<file path="src/rtl/instruction_fetch_pkg.sv">
// Shared definitions for the instruction fetch unit: bus unit selects,
// the HALT opcode and the fetch FSM state type.
package instruction_fetch_pkg;

  // Unit selects driven on Address[15:12] of the shared system bus.
  localparam logic [3:0] InstrMemEn = 4'h1;
  localparam logic [3:0] DataMemEn  = 4'h2;
  localparam logic [3:0] IoEn       = 4'h3;
  localparam logic [3:0] TimerEn    = 4'h4;

  localparam logic [7:0] HALT_OPCODE = 8'hFF;

  typedef enum logic [2:0] {
    ST_IDLE,
    ST_REQ,
    ST_WAIT,
    ST_PRESENT,
    ST_FINISH
  } fetch_state_e;

endpackage

</file>
<file path="src/rtl/instruction_fetch.sv">
// Bus initiator fetching 32-bit instruction words from instruction memory
// and presenting them to the core over a valid/ready handshake.
module instruction_fetch
  import instruction_fetch_pkg::*;
#(
  parameter logic [3:0]  MEM_SEL     = InstrMemEn,
  parameter int unsigned NUM_INSTR   = 13,
  parameter int unsigned WAIT_CYCLES = 2
) (
  input  logic         Clk,
  input  logic         Reset,
  input  logic         Start,
  input  logic [255:0] DataBus,
  output logic [15:0]  Address,
  output logic         nRead,
  output logic [31:0]  Instr,
  output logic         InstrValid,
  input  logic         InstrReady,
  output logic [11:0]  Pc,
  output logic         Done,
  output logic         Halted
);

  localparam logic [3:0]  CNT_LOAD = 4'(WAIT_CYCLES - 1);
  localparam logic [11:0] LAST_PC  = 12'(NUM_INSTR - 1);

  fetch_state_e state_q;
  logic [3:0]   cnt_q;
  logic [15:0]  addr_q;
  logic         nread_q;
  logic [31:0]  instr_q;
  logic         valid_q;
  logic [11:0]  pc_q;
  logic         done_q;
  logic         halted_q;

  // Only the low word of the shared bus carries instruction data.
  logic unused_bus;
  assign unused_bus = ^DataBus[255:32];

  always_ff @(posedge Clk) begin
    if (Reset) begin
      state_q  <= ST_IDLE;
      cnt_q    <= '0;
      addr_q   <= '0;
      nread_q  <= 1'b1;
      instr_q  <= '0;
      valid_q  <= 1'b0;
      pc_q     <= '0;
      done_q   <= 1'b0;
      halted_q <= 1'b0;
    end else begin
      case (state_q)
        ST_IDLE: begin
          if (Start) begin
            pc_q     <= '0;
            done_q   <= 1'b0;
            halted_q <= 1'b0;
            state_q  <= ST_REQ;
          end
        end
        ST_REQ: begin
          addr_q  <= {MEM_SEL, pc_q};
          nread_q <= 1'b0;
          cnt_q   <= CNT_LOAD;
          state_q <= ST_WAIT;
        end
        // nRead stays low for WAIT_CYCLES cycles: counter runs CNT_LOAD..0.
        ST_WAIT: begin
          if (cnt_q == '0) begin
            instr_q <= DataBus[31:0];
            valid_q <= 1'b1;
            nread_q <= 1'b1;
            addr_q  <= '0;
            state_q <= ST_PRESENT;
          end else begin
            cnt_q <= cnt_q - 4'd1;
          end
        end
        ST_PRESENT: begin
          if (InstrReady) begin
            valid_q <= 1'b0;
            if (instr_q[31:24] == HALT_OPCODE) begin
              halted_q <= 1'b1;
              state_q  <= ST_FINISH;
            end else if (pc_q == LAST_PC) begin
              state_q <= ST_FINISH;
            end else begin
              pc_q    <= pc_q + 12'd1;
              state_q <= ST_REQ;
            end
          end
        end
        ST_FINISH: begin
          done_q  <= 1'b1;
          state_q <= ST_IDLE;
        end
        default: state_q <= ST_IDLE;
      endcase
    end
  end

  assign Address    = addr_q;
  assign nRead      = nread_q;
  assign Instr      = instr_q;
  assign InstrValid = valid_q;
  assign Pc         = pc_q;
  assign Done       = done_q;
  assign Halted     = halted_q;

endmodule

</file>
<file path="config.mk">
export PLATFORM = sky130hd
export DESIGN_NAME = instruction_fetch
export DESIGN_NICKNAME = d
export VERILOG_FILES = /design/src/rtl/instruction_fetch_pkg.sv /design/src/rtl/instruction_fetch.sv
export SDC_FILE = /design/constraint.sdc
export NUM_CORES = 1
export LEC_CHECK = 0
export BUFFER_PORTS_ARGS = -buffer_cell sky130_fd_sc_hd__clkbuf_2
export CORE_AREA = 4 4 125 127
export CTS_CLUSTER_SIZE = 8
export DETAILED_ROUTE_END_ITERATION = 16
export DIE_AREA = 0 0 129 131
export GPL_ROUTABILITY_DRIVEN = 0
export SYNTH_ARGS = -nofsm -noshare
export SYNTH_HDL_FRONTEND = slang
export SYNTH_SLANG_ARGS = --single-unit
</file>
<file path="constraint.sdc">
create_clock -name Clk -period 1.8 [get_ports Clk]
set_input_delay 0.18 -clock Clk [delete_from_list [all_inputs] [get_ports Clk]]
set_output_delay 0.18 -clock Clk [all_outputs]
set_load 0.1 [all_outputs]
</file>
Word level (Yosys, flattened, before mapping)
Index checks and enable logic that the tools add are counted.
{"block": "op_classes", "mux": 24, "n_reduce_logical": 14, "n_eq_ne": 13, "add_sub_neg": 2}
{"op": "2-to-1 mux 12 bit", "count": 4}
{"op": "one-hot mux 16 bit (2 select lines)", "count": 1}
{"op": "one-hot mux 12 bit (2 select lines)", "count": 1}
{"op": "2-to-1 mux 16 bit", "count": 1}
{"op": "2-to-1 mux 3 bit", "count": 5}
{"op": "!= test 2 bit (second input constant)", "count": 7}
{"op": "adder 12 x 1 -> 12 bit (second input constant)", "count": 1}
{"op": "== test 12 x 4 -> 1 bit (second input constant)", "count": 1}
{"op": "one-hot mux 3 bit (4 select lines)", "count": 1}
{"op": "== test 8 bit (second input constant)", "count": 1}
{"op": "one-hot mux 1 bit (2 select lines)", "count": 4}
{"op": "one-hot mux 4 bit (2 select lines)", "count": 1}
{"op": "AND reduction 2 bit", "count": 4}
{"op": "nonzero test 2 bit", "count": 4}
{"op": "== test 3 x 2 -> 1 bit (second input constant)", "count": 2}
{"op": "AND reduction 3 bit", "count": 2}
{"op": "2-to-1 mux 1 bit", "count": 5}
{"op": "AND reduction 5 bit", "count": 1}
{"op": "logical NOT 4 bit", "count": 1}
{"op": "2-to-1 mux 4 bit", "count": 1}
{"op": "AND reduction 4 bit", "count": 1}
{"op": "subtractor 4 x 1 -> 4 bit (second input constant)", "count": 1}
{"op": "== test 3 x 1 -> 1 bit (second input constant)", "count": 1}
{"op": "== test 3 bit (second input constant)", "count": 1}
{"op": "logical NOT 3 bit", "count": 1}
{"block": "totals", "reg_bits": 71, "wordCells": 62, "output_inout_bits": 64}

Longest topological paths before layout
Gate-level depths: netlist of run 1.
{"block": "logic_depth", "ltp_word": 5, "mapped_depth": 8}

Worst setup path before layout of run 1
OpenSTA, ideal clock, no wires.
{"block": "synth_path", "path_kind": "register -> register", "start": "register pc_q[0] (netlist: Pc[0])", "end": "register pc_q[9] (netlist: Pc[9])", "path_stages_with_launch": 9, "path_buffers": 1, "setup_time_ns": 0.070, "required_ns": 1.730, "path_slack_ns": -0.961, "arrival_ns": 2.691, "path_cell_list": "dfxtp_1 > inv_1 > ha_1 > nor4b_1 > and4bb_1 > o21a_1 > buf_6 > or4_1 > a21oi_1"}
{"block": "synth_between", "elab_chain_len": 5, "elab_cells_between_ends": 8, "classes_between": "add/sub: 1; eq/ne: 2; mux: 4; reduce/logical: 1"}
{"element": "start: declaration", "line_no": "instruction_fetch.sv:33", "source": "logic [11:0] pc_q;"}
{"element": "start signal: assignment", "line_no": "instruction_fetch.sv:89", "source": "pc_q <= pc_q + 12'd1;"}
{"element": "adder 12 x 1 -> 12 bit", "line_no": "instruction_fetch.sv:89"}
{"element": "2-to-1 mux 12 bit", "line_no": "instruction_fetch.sv:86", "source": "end else if (pc_q == LAST_PC) begin"}
{"element": "2-to-1 mux 12 bit", "line_no": "instruction_fetch.sv:83", "source": "if (instr_q[31:24] == HALT_OPCODE) begin"}
{"element": "2-to-1 mux 12 bit", "line_no": "instruction_fetch.sv:81", "source": "if (InstrReady) begin"}
{"element": "one-hot mux 12 bit (2 select lines)", "line_no": "instruction_fetch.sv:53", "source": "case (state_q)"}
Parallel ways exist; a longest one is shown, timed or not. The select of a mux whose other input is x is not followed.
A chain may end at the register's enable or synchronous reset.

Worst setup path in the final report of run 1
{"block": "layout_path", "start": "register pc_q[0] (netlist: Pc[0])", "end": "register pc_q[11] (netlist: Pc[11])"}
Same word-level chain as after synthesis.

==> results of run 1 <==
[per-stage QoR]
stage / area, um2 / util / setup WS (ns) / setup TNS (ns)
2_1_floorplan: 2880 / - / -0.248 / -0.970
3_3_place_gp: 3710 / 0.257 / -0.0179 / -0.0394
3_5_place_dp: 3710 / 0.257 / -0.0322 / -0.0784
5_1_grt: 4080 / 0.283 / -0.0451 / -0.0985
4_1_cts: 4020 / 0.279 / 0.0204 / 0
6_report: 4080 / 0.283 / 0.0244 / 0
[logic make-up after synthesis]
| kind of cell | synth area share |
|---|---|
| fa+ha+maj | 0.0133 |
| xor+xnor | 0.00623 |
| flops | 0.484 |
| simple gates | 0.248 |
| mux | 0.00356 |
| buf+inv | 0.0578 |
| other cells | 0.00133 |
| compound gates | 0.185 |
[flip-flops by register name (all words and copies together), names as in the netlist]
register	cells
Instr	32
Address	13
Pc	12
cnt_q	4
state_q	3
Done	1
Halted	1
InstrValid	1
nRead	1
[worst paths after layout]
path / from / end / slack [ns]
hold reg to reg: Instr[7] / Instr[7] / 0.45
setup / recovery: Pc[0] / Pc[11] / 0.02
setup reg to reg: Pc[0] / Pc[11] / 0.02
hold / removal: DataBus[6] / Instr[6] / 0.06
[critical path: cells and delay by family, from the launching register on]
family | cells | cell delay, ns
adder cells (fa/ha/maj) | 1 | 0.14
buffers and inverters | 1 | 0.04
AND/OR/NAND/NOR | 3 | 0.80
flip-flops | 1 | 0.37
AO/OA/AOI/OAI | 2 | 0.36
[cells in the mapped netlist (4+ instances only)]
| library cell | count |
|---|---|
| dfxtp_1 | 68 |
| nand2_1 | 78 |
| or2_2 | 4 |
| nand4_1 | 8 |
| nand3_1 | 5 |
| inv_1 | 7 |
| a22o_1 | 12 |
| a21oi_1 | 42 |
| buf_2 | 4 |
| o21ai_0 | 5 |
| or4_1 | 5 |
| buf_4 | 4 |
| nor3_1 | 7 |
| nor2_1 | 16 |
| clkbuf_1 | 14 |
[power by group]
part	switching [W]	internal (W)	total, W
logic	0.00102	0.000314	0.00133
registers	0.0000719	0.00160	0.00168
clock network	0.000655	0.00111	0.00176
total	0.00175	0.00303	0.00477
[per-layer routing]
layer  track usage  routed length (um)
met1         0.137                4070
met5             0                   0
met4        0.0525                 250
met2         0.154                3720
met3        0.0561                1050
[cells in the final DEF, fill, tap and decap left out, types with 7 or more instances in the layout]
| master | instances |
|---|---|
| clkbuf_2 | 96 |
| nand2_1 | 78 |
| dfxtp_1 | 46 |
| a21oi_1 | 40 |
| buf_4 | 30 |
| nor2_1 | 16 |
| dfxtp_2 | 15 |
| a22o_1 | 12 |
| clkbuf_16 | 9 |
| nand4_1 | 8 |
| dfxtp_4 | 7 |
| nor3_1 | 7 |
[layout make-up]
cell class / count / share of cell area
timing repair buffer: 128 / 0.183
tap: 184 / 0.0565
sequential: 68 / 0.345
multi-input combinational: 237 / 0.336
inverter: 7 / 0.00706
clock inverter: 4 / 0.0120
clock buffer: 12 / 0.0605
[what timing repair did]
item                       CTS  global route
setup endpoints to repair    5            53
buffers inserted             0             1
hold buffers                 0             0
hold endpoints to repair     0             0
resized for setup            3            16
pin swaps                    0             4
cloned                       0             1
==> results.toml, run 1 <==
[power]
powerDensity_nw_per_um2 = 1170
ir_drop_uv = 571
leakage_nw = 1.72
finalPower_w = 0.00477

[drt]
first_pass_iters = 4
ant_nets = 0
wl_per_cell_um = 14.2
avgViaCountPerCell = 4.38
vias = 2802
drc = 0
drt_wl_total_mm = 9.09
first_iter_violations = 119

[die]
row_count = 44
dieArea_um2 = 16900
initial_utilization = 0.195
die_h_um = 131
io_pins = 324
core_area_um2 = 14400
die_width_um = 129

[global_route]
grtUsageTotal = 0.109
grt_pass1_wl_mm = 14.3
grt_pass1_vias = 2742
antenna_found_initial = 0
overflow = 0
grt_start_max_net_pins = 36

[clock_tree]
clock_latency_ns = 0.33
cts.htree.levels = 3
cts_root_buf = "clkbuf_16"
cts_buffers = 9
cts.clk_slew.worst_paths_ns = 0.05
max-clock-path-buffers = 2
cts_tree = "yes"
cts.sinks = 68

[critical_path]
crit_type = "register to register"
cp-start-kind = "register"
worstPathArrival_ns = 2.04
worstPathMaxFanout = 5
endpoint_kind = "register"
reg2reg_depth = 7
cpMaxStageDelayCell = "or4_4"
crit_required_ns = 2.07
path_cells = "inv_4 > ha_4 > nor4b_4 > and4bb_2 > o21a_4 > or4_4 > a21oi_2"
max_stage_delay_ns = 0.42

[logic_synthesis]
synth_top_cell_area_share = 0.484
syn_avg_cell_area_um2 = 8.42
synthDistinctLibCells = 48
ys.warnings.count = 0
ys_seq_elements = 68
synth_area_leaders = "dfxtp_1 (48%), nand2_1 (10%), a21oi_1 (7.5%), a22o_1 (3.7%), nor2_1 (2.1%)"
syn_area_um2 = 2810
synth_flop_cell = "dfxtp_1"
synth_edf_count = 0
seq_area_frac_synth = 0.484
async_flop_share = 0
syn_inst = 334
synth_top_cell_by_area = "dfxtp_1"

[finish]
final_cells = 640
regArea_um2 = 1410
multiInputGateArea_um2 = 1370
n_antenna_cell = 0
fill_cells = 1584
syn_to_final_growth_pct = 44.9
nNetsFinal = 714
drive_gt1_frac = 0.408

[sta]
worst_pin_slew_ns = 0.629
hold_viol = 0
setup_viol = 0
fin_crit_ns = 1.78
clock.fmax_mhz = 563
fin_hold_ws_ns = 0.0592
fin_crit_sh = 0.986
skew_ns = 0.00263
slew_headroom = 0.582
rsz0062_at_grt = "yes"
slew_violations = 0

[outcome]
status = "finished, final reports clean"

[place]
place_inst = 622
io_buffers = 96
post-dp-hpwl_mm = 6.81

[job]
cap_violations = 0

[worst_hold_path]
whs_path_depth = 3
holdCritPathClass = "input port to register"
No activity file was read; power rests on OpenSTA's default activity.
==> run 2, diff against run 1 <==
--- a/config.mk
+++ b/config.mk
@@ -5,11 +5,12 @@
 export SDC_FILE = /design/constraint.sdc
 export NUM_CORES = 1
 export LEC_CHECK = 0
+export ABC_AREA = 1
 export BUFFER_PORTS_ARGS = -buffer_cell sky130_fd_sc_hd__clkbuf_2
-export CORE_AREA = 4 4 125 127
+export CORE_AREA = 4 4 123 125
 export CTS_CLUSTER_SIZE = 8
 export DETAILED_ROUTE_END_ITERATION = 16
-export DIE_AREA = 0 0 129 131
+export DIE_AREA = 0 0 127 129
 export GPL_ROUTABILITY_DRIVEN = 0
 export SYNTH_ARGS = -nofsm -noshare
 export SYNTH_HDL_FRONTEND = slang
==> run 2 against run 1 <==
Final cell count up 11%. Worst hold slack better by 0.041 ns. Synthesized cell count up 28%. Highest routed layer unchanged. Non-clock buffer count down 19. Die area down 3.1%.
==> results.toml, run 2 <==
[clock_tree]
cts.htree.levels = 3
cts_buffers = 9
cts_root_buf = "clkbuf_16"
post_cts_buffers = 0
post_cts_resize_count = 0
max-clock-path-buffers = 2
cts_tree = "yes"
cts.clk_slew.worst_paths_ns = 0.06
hold_buffers = 0
cts.sinks = 68
clock_latency_ns = 0.33

[job]
cap_violations = 0

[finish]
final_common_cell = "nor2_1"
utilization = 0.291
n_antenna_cell = 0
drive_gt1_frac = 0.320
mostFrequentLayoutCells = "nor2_1 (97), clkbuf_2 (96), nand2_1 (72), o21ai_0 (50), dfxtp_1 (47)"
final_cells = 712
largest_reg_flops = 32
syn_to_final_growth_pct = 34.2
nNetsFinal = 790

[sta]
clock.fmax_mhz = 630
skew_ns = 0.00613
setup_tns_ns = 0
fin_crit_ns = 1.59
fin_crit_sh = 0.881
rsz0062_at_grt = "no"
slew_violations = 0
setup_viol = 0
slew_headroom = 0.605
hold_viol = 0
worst_pin_slew_ns = 0.595

[logic_synthesis]
ys_seq_elements = 68
syn_area_um2 = 3010
synth_top_cell_area_share = 0.453
seq_area_frac_synth = 0.453
ys.warnings.count = 0
synth_edf_count = 0
synth_flop_cell = "dfxtp_1"
synthDistinctLibCells = 28
syn_inst = 426
syn_avg_cell_area_um2 = 7.06
async_flop_share = 0
synth_most_common_cell = "nor2_1"
synth_common_cells = "nor2_1 (97), nand2_1 (74), dfxtp_1 (68)"
synth_top_cell_by_area = "dfxtp_1"
synth_area_leaders = "dfxtp_1 (45%), nor2_1 (12%), nand2_1 (9.2%), o21ai_0 (8.3%), nand3_1 (6.0%)"

[place]
place_inst = 695
post-dp-hpwl_mm = 6.73
io_buffers = 96

[worst_hold_path]
hold_end = "Instr[0]"
whs_path_depth = 3
worstHoldStart = "DataBus[0]"
holdCritPathClass = "input port to register"

[die]
die_h_um = 129
dieArea_um2 = 16400
row_count = 43
io_pins = 324
core_area_um2 = 13900
die_width_um = 127
initial_utilization = 0.217

[drt]
drt_wl_total_mm = 8.89
first_pass_iters = 4
vias = 2972
avgViaCountPerCell = 4.17
first_iter_violations = 124
ant_nets = 0
wl_per_cell_um = 12.5
drc = 0

[power]
ir_drop_uv = 1410
leakage_nw = 1.84
finalPower_w = 0.00857
powerDensity_nw_per_um2 = 2120

[critical_path]
max_stage_delay_ns = 0.34
crit_path_frequent_cell = "nand2_2"
cp.depth = 10
cpMaxStageDelayCell = "dfxtp_1"
endpoint_kind = "register"
worstPathMaxFanout = 19
r2r-start = "state_q[2]"
crit_type = "register to register"
worstPathArrival_ns = 1.85
cp-start-kind = "register"
r2r_setup_slack_ns = 0.21
reg2reg_to = "Pc[0]"
crit_required_ns = 2.06
path_delay_family = "simple AND/OR/NAND/NOR gates"
path_buf_inv = 3
reg2reg_depth = 10
path_cells = "inv_2 > nand3_4 > inv_2 > nand2_2 > nand2_2 > nor2_8 > nand2_2 > inv_1 > nor2_1 > nor2_1"

[outcome]
status = "finished, final reports clean"

[global_route]
antenna_found_initial = 0
grtUsageTotal = 0.108
grt_start_max_net_pins = 38
grt_pass1_vias = 2731
overflow = 0
grt_pass1_wl_mm = 14.2
## run 2: changes by cell type in the layout (fill, tap and decap cells not counted), moves of 12 or more
cell | before | now
nor2_1 | 16 | 97
inv_1 | 5 | 37
a22o_1 | 12 | 0
o21ai_0 | 2 | 50
nand3_1 | 5 | 36
buf_4 | 30 | 12
a21oi_1 | 40 | 8
## run 2: per-layer routing
metal,part of all wire,wire length (um),track usage,up-vias
li1,-,-,-,1543
met1,0.47,4160,0.142,1315
met2,0.40,3570,0.149,103
met3,0.12,1040,0.0548,11
met4,0.014,127,0.0397,0
met5,0,0,0,-
## run 2: logic make-up after synthesis
logic type | share of synthesized area
DFF | 0.453
buffers and inverters | 0.0928
AOI/OAI and AO/OA | 0.107
adders and majority gates | 0.0125
and+or+nand+nor | 0.334
other | 0.00125
## run 2: worst max path at each step
| stage | startpoint | to | slack (ns) |
|---|---|---|---|
| global placement | state_q[1] | Pc[0] | 0.16 |
| global route | state_q[2] | Address[4] | 0.03 |
| finish | state_q[2] | Pc[0] | 0.21 |
| detailed placement | state_q[1] | Pc[0] | 0.15 |
| floorplan | Pc[1] | Pc[8] | 0.04 |
| CTS | state_q[1] | Pc[0] | 0.15 |
## run 2: per-stage QoR
stage	setup WS (ns)	hold slack, ns	area, um2
after detailed placement	0.154	0.437	3730
after global placement	0.165	0.430	3730
after CTS	0.153	0.0934	4020
final	0.214	0.101	4040
after floorplan	0.0446	0.344	3040
after global routing	0.0339	0.103	4040
## run 2: worst register-to-register path: stages, from the launching register on
cell	delay, ns
dfxtp_1	0.34
inv_2	0.07
nand3_4	0.10
inv_2	0.12
nand2_2	0.11
nand2_2	0.09
nor2_8	0.28
nand2_2	0.16
inv_1	0.13
nor2_1	0.05
nor2_1	0.08
## run 2: power by group
group	leakage, nW	switching, W	internal (W)	total, W
logic	1.15	0.00380	0.000851	0.00465
clock network	0.128	0.000699	0.000979	0.00168
registers	0.563	0.000307	0.00193	0.00224
## run 2: cell type report
cell class                 count  area (um2)
clock buffer                  10         239
clock inverter                 6        47.5
fill                        1555        9840
inverter                      41         158
multi-input combinational    297        1380
sequential                    68        1390
tap                          180         225
timing repair buffer         109         591
timing repair inverter         1        7.51
==> run 3, diff against run 2 <==
--- a/config.mk
+++ b/config.mk
@@ -12,6 +12,7 @@
 export DETAILED_ROUTE_END_ITERATION = 16
 export DIE_AREA = 0 0 127 129
 export GPL_ROUTABILITY_DRIVEN = 0
+export PLACE_DENSITY_LB_ADDON = 0.1
 export SYNTH_ARGS = -nofsm -noshare
 export SYNTH_HDL_FRONTEND = slang
 export SYNTH_SLANG_ARGS = --single-unit
==> run 3 against run 2 <==
Combinational power up 4%. Worst setup slack got worse by 0.013 ns. Worst hold slack is essentially flat. Critical path type unchanged. Highest routed layer unchanged.
==> results.toml, run 3 (same netlist as run 2, synthesis figures left out) <==
[global_route]
grt_start_max_net_pins = 33
grt_pass1_vias = 2916
grtUsageTotal = 0.124
gr-usage-met2 = 0.166
antenna_found_initial = 0
grt_pass1_wl_mm = 15.9
use_met3 = 0.0714
grt.busiest_layer = "met1"
met1_usage = 0.168
overflow = 0

[job]
cap_violations = 0

[drt]
first_iter_violations = 94
drc = 0
wl_per_cell_um = 13.9
drt_wl_total_mm = 9.92
avgViaCountPerCell = 4.16
ant_nets = 0
first_pass_iters = 4
vias = 2963

[sta]
slew_violations = 0
skew_ns = 0.00852
setup_viol = 0
rsz0062_at_grt = "no"
fin_crit_ns = 1.60
fin_crit_sh = 0.888
hold_viol = 0
worst_pin_slew_ns = 0.621
clock.fmax_mhz = 625
slew_headroom = 0.588
setup_tns_ns = 0

[finish]
final_cells = 713
drive_gt1_frac = 0.315
largest_reg_flops = 32
syn_to_final_growth_pct = 34.4
final_common_cell = "nor2_1"
n_antenna_cell = 0
mostFrequentLayoutCells = "nor2_1 (97), clkbuf_2 (96), nand2_1 (73), o21ai_0 (50), dfxtp_1 (48)"
utilization = 0.291
nNetsFinal = 792

[critical_path]
max_stage_delay_ns = 0.33
crit_path_frequent_cell = "inv_1"
worstPathMaxFanout = 32
cpMaxStageDelayCell = "buf_4"
worstPathArrival_ns = 1.86
crit_required_ns = 2.06
path_cells = "inv_1 > ha_1 > nand3_1 > inv_1 > nand2_2 > inv_1 > buf_4 > nor2_1 > nor2_1"
crit_type = "register to register"
path_buf_inv = 4
endpoint_kind = "register"
path_delay_family = "buffers and inverters"
cp-start-kind = "register"

[clock_tree]
max-clock-path-buffers = 2
cts.clk_slew.worst_paths_ns = 0.06
cts_buffers = 9
cts.sinks = 68
hold_buffers = 0
cts.htree.levels = 3
cts_root_buf = "clkbuf_16"
clock_latency_ns = 0.33
post_cts_buffers = 0
cts_tree = "yes"

[power]
powerDensity_nw_per_um2 = 2140
ir_drop_uv = 1240
finalPower_w = 0.00867
leakage_nw = 1.85

[place]
place_inst = 697
io_buffers = 96
post-dp-hpwl_mm = 7.69

[die]
row_count = 43
die_width_um = 127
die_h_um = 129
io_pins = 324
dieArea_um2 = 16400
core_area_um2 = 13900
initial_utilization = 0.217

[outcome]
status = "finished, final reports clean"

[worst_hold_path]
holdCritPathClass = "input port to register"
-- run 3: area by class of cell --
cell class	instances	area [um2]
sequential	68	1390
inverter	41	158
fill	1597	9840
timing repair buffer	111	618
clock inverter	4	26.3
multi-input combinational	297	1380
tap	180	225
timing repair inverter	1	7.51
clock buffer	11	243
-- run 3: routing by layer --
metal / wire length [um] / share of wire / up-vias
li1: - / - / 1554
met1: 4860 / 0.49 / 1308
met2: 3760 / 0.38 / 92
met3: 1200 / 0.12 / 9
met4: 106 / 0.011 / 0
met5: 0 / 0 / -
-- run 3: timing repair --
item,CTS,global route
endpoints found under the hold margin,0,0
resized for setup,0,3
setup endpoints to repair,0,11
-- run 3: worst reg2reg max path, stage by stage (launching register included) --
cell and delay (ns):
dfxtp_1 0.30, inv_1 0.08, ha_1 0.20, nand3_1 0.11, inv_1 0.08, nand2_2 0.15
inv_1 0.09, buf_4 0.33, nor2_1 0.09, nor2_1 0.11
-- run 3: per-stage QoR --
stage / area (um2) / worst slack [ns] / hold slack, ns
finish: 4040 / 0.201 / 0.101
global route: 4040 / 0.00695 / 0.102
CTS: 4030 / 0.105 / 0.0875
detailed placement: 3760 / 0.110 / 0.438
global placement: 3760 / 0.126 / 0.429
floorplan: 3040 / 0.0446 / 0.344
-- run 3: final timing paths --
check / start / end / slack, ns / cells past startpoint
worst max register to register: cnt_q[0] / Instr[24] / 0.20 / 9
worst min-delay path: DataBus[4] / Instr[4] / 0.10 / 3
worst max-delay path: cnt_q[0] / Instr[24] / 0.20 / 9
worst min register to register: Address[12] / Address[12] / 0.45 / 2
-- run 3: report_power, final --
part,internal (W),switching (W)
registers,0.00193,0.000305
logic,0.000941,0.00388
clock network,0.000959,0.000652
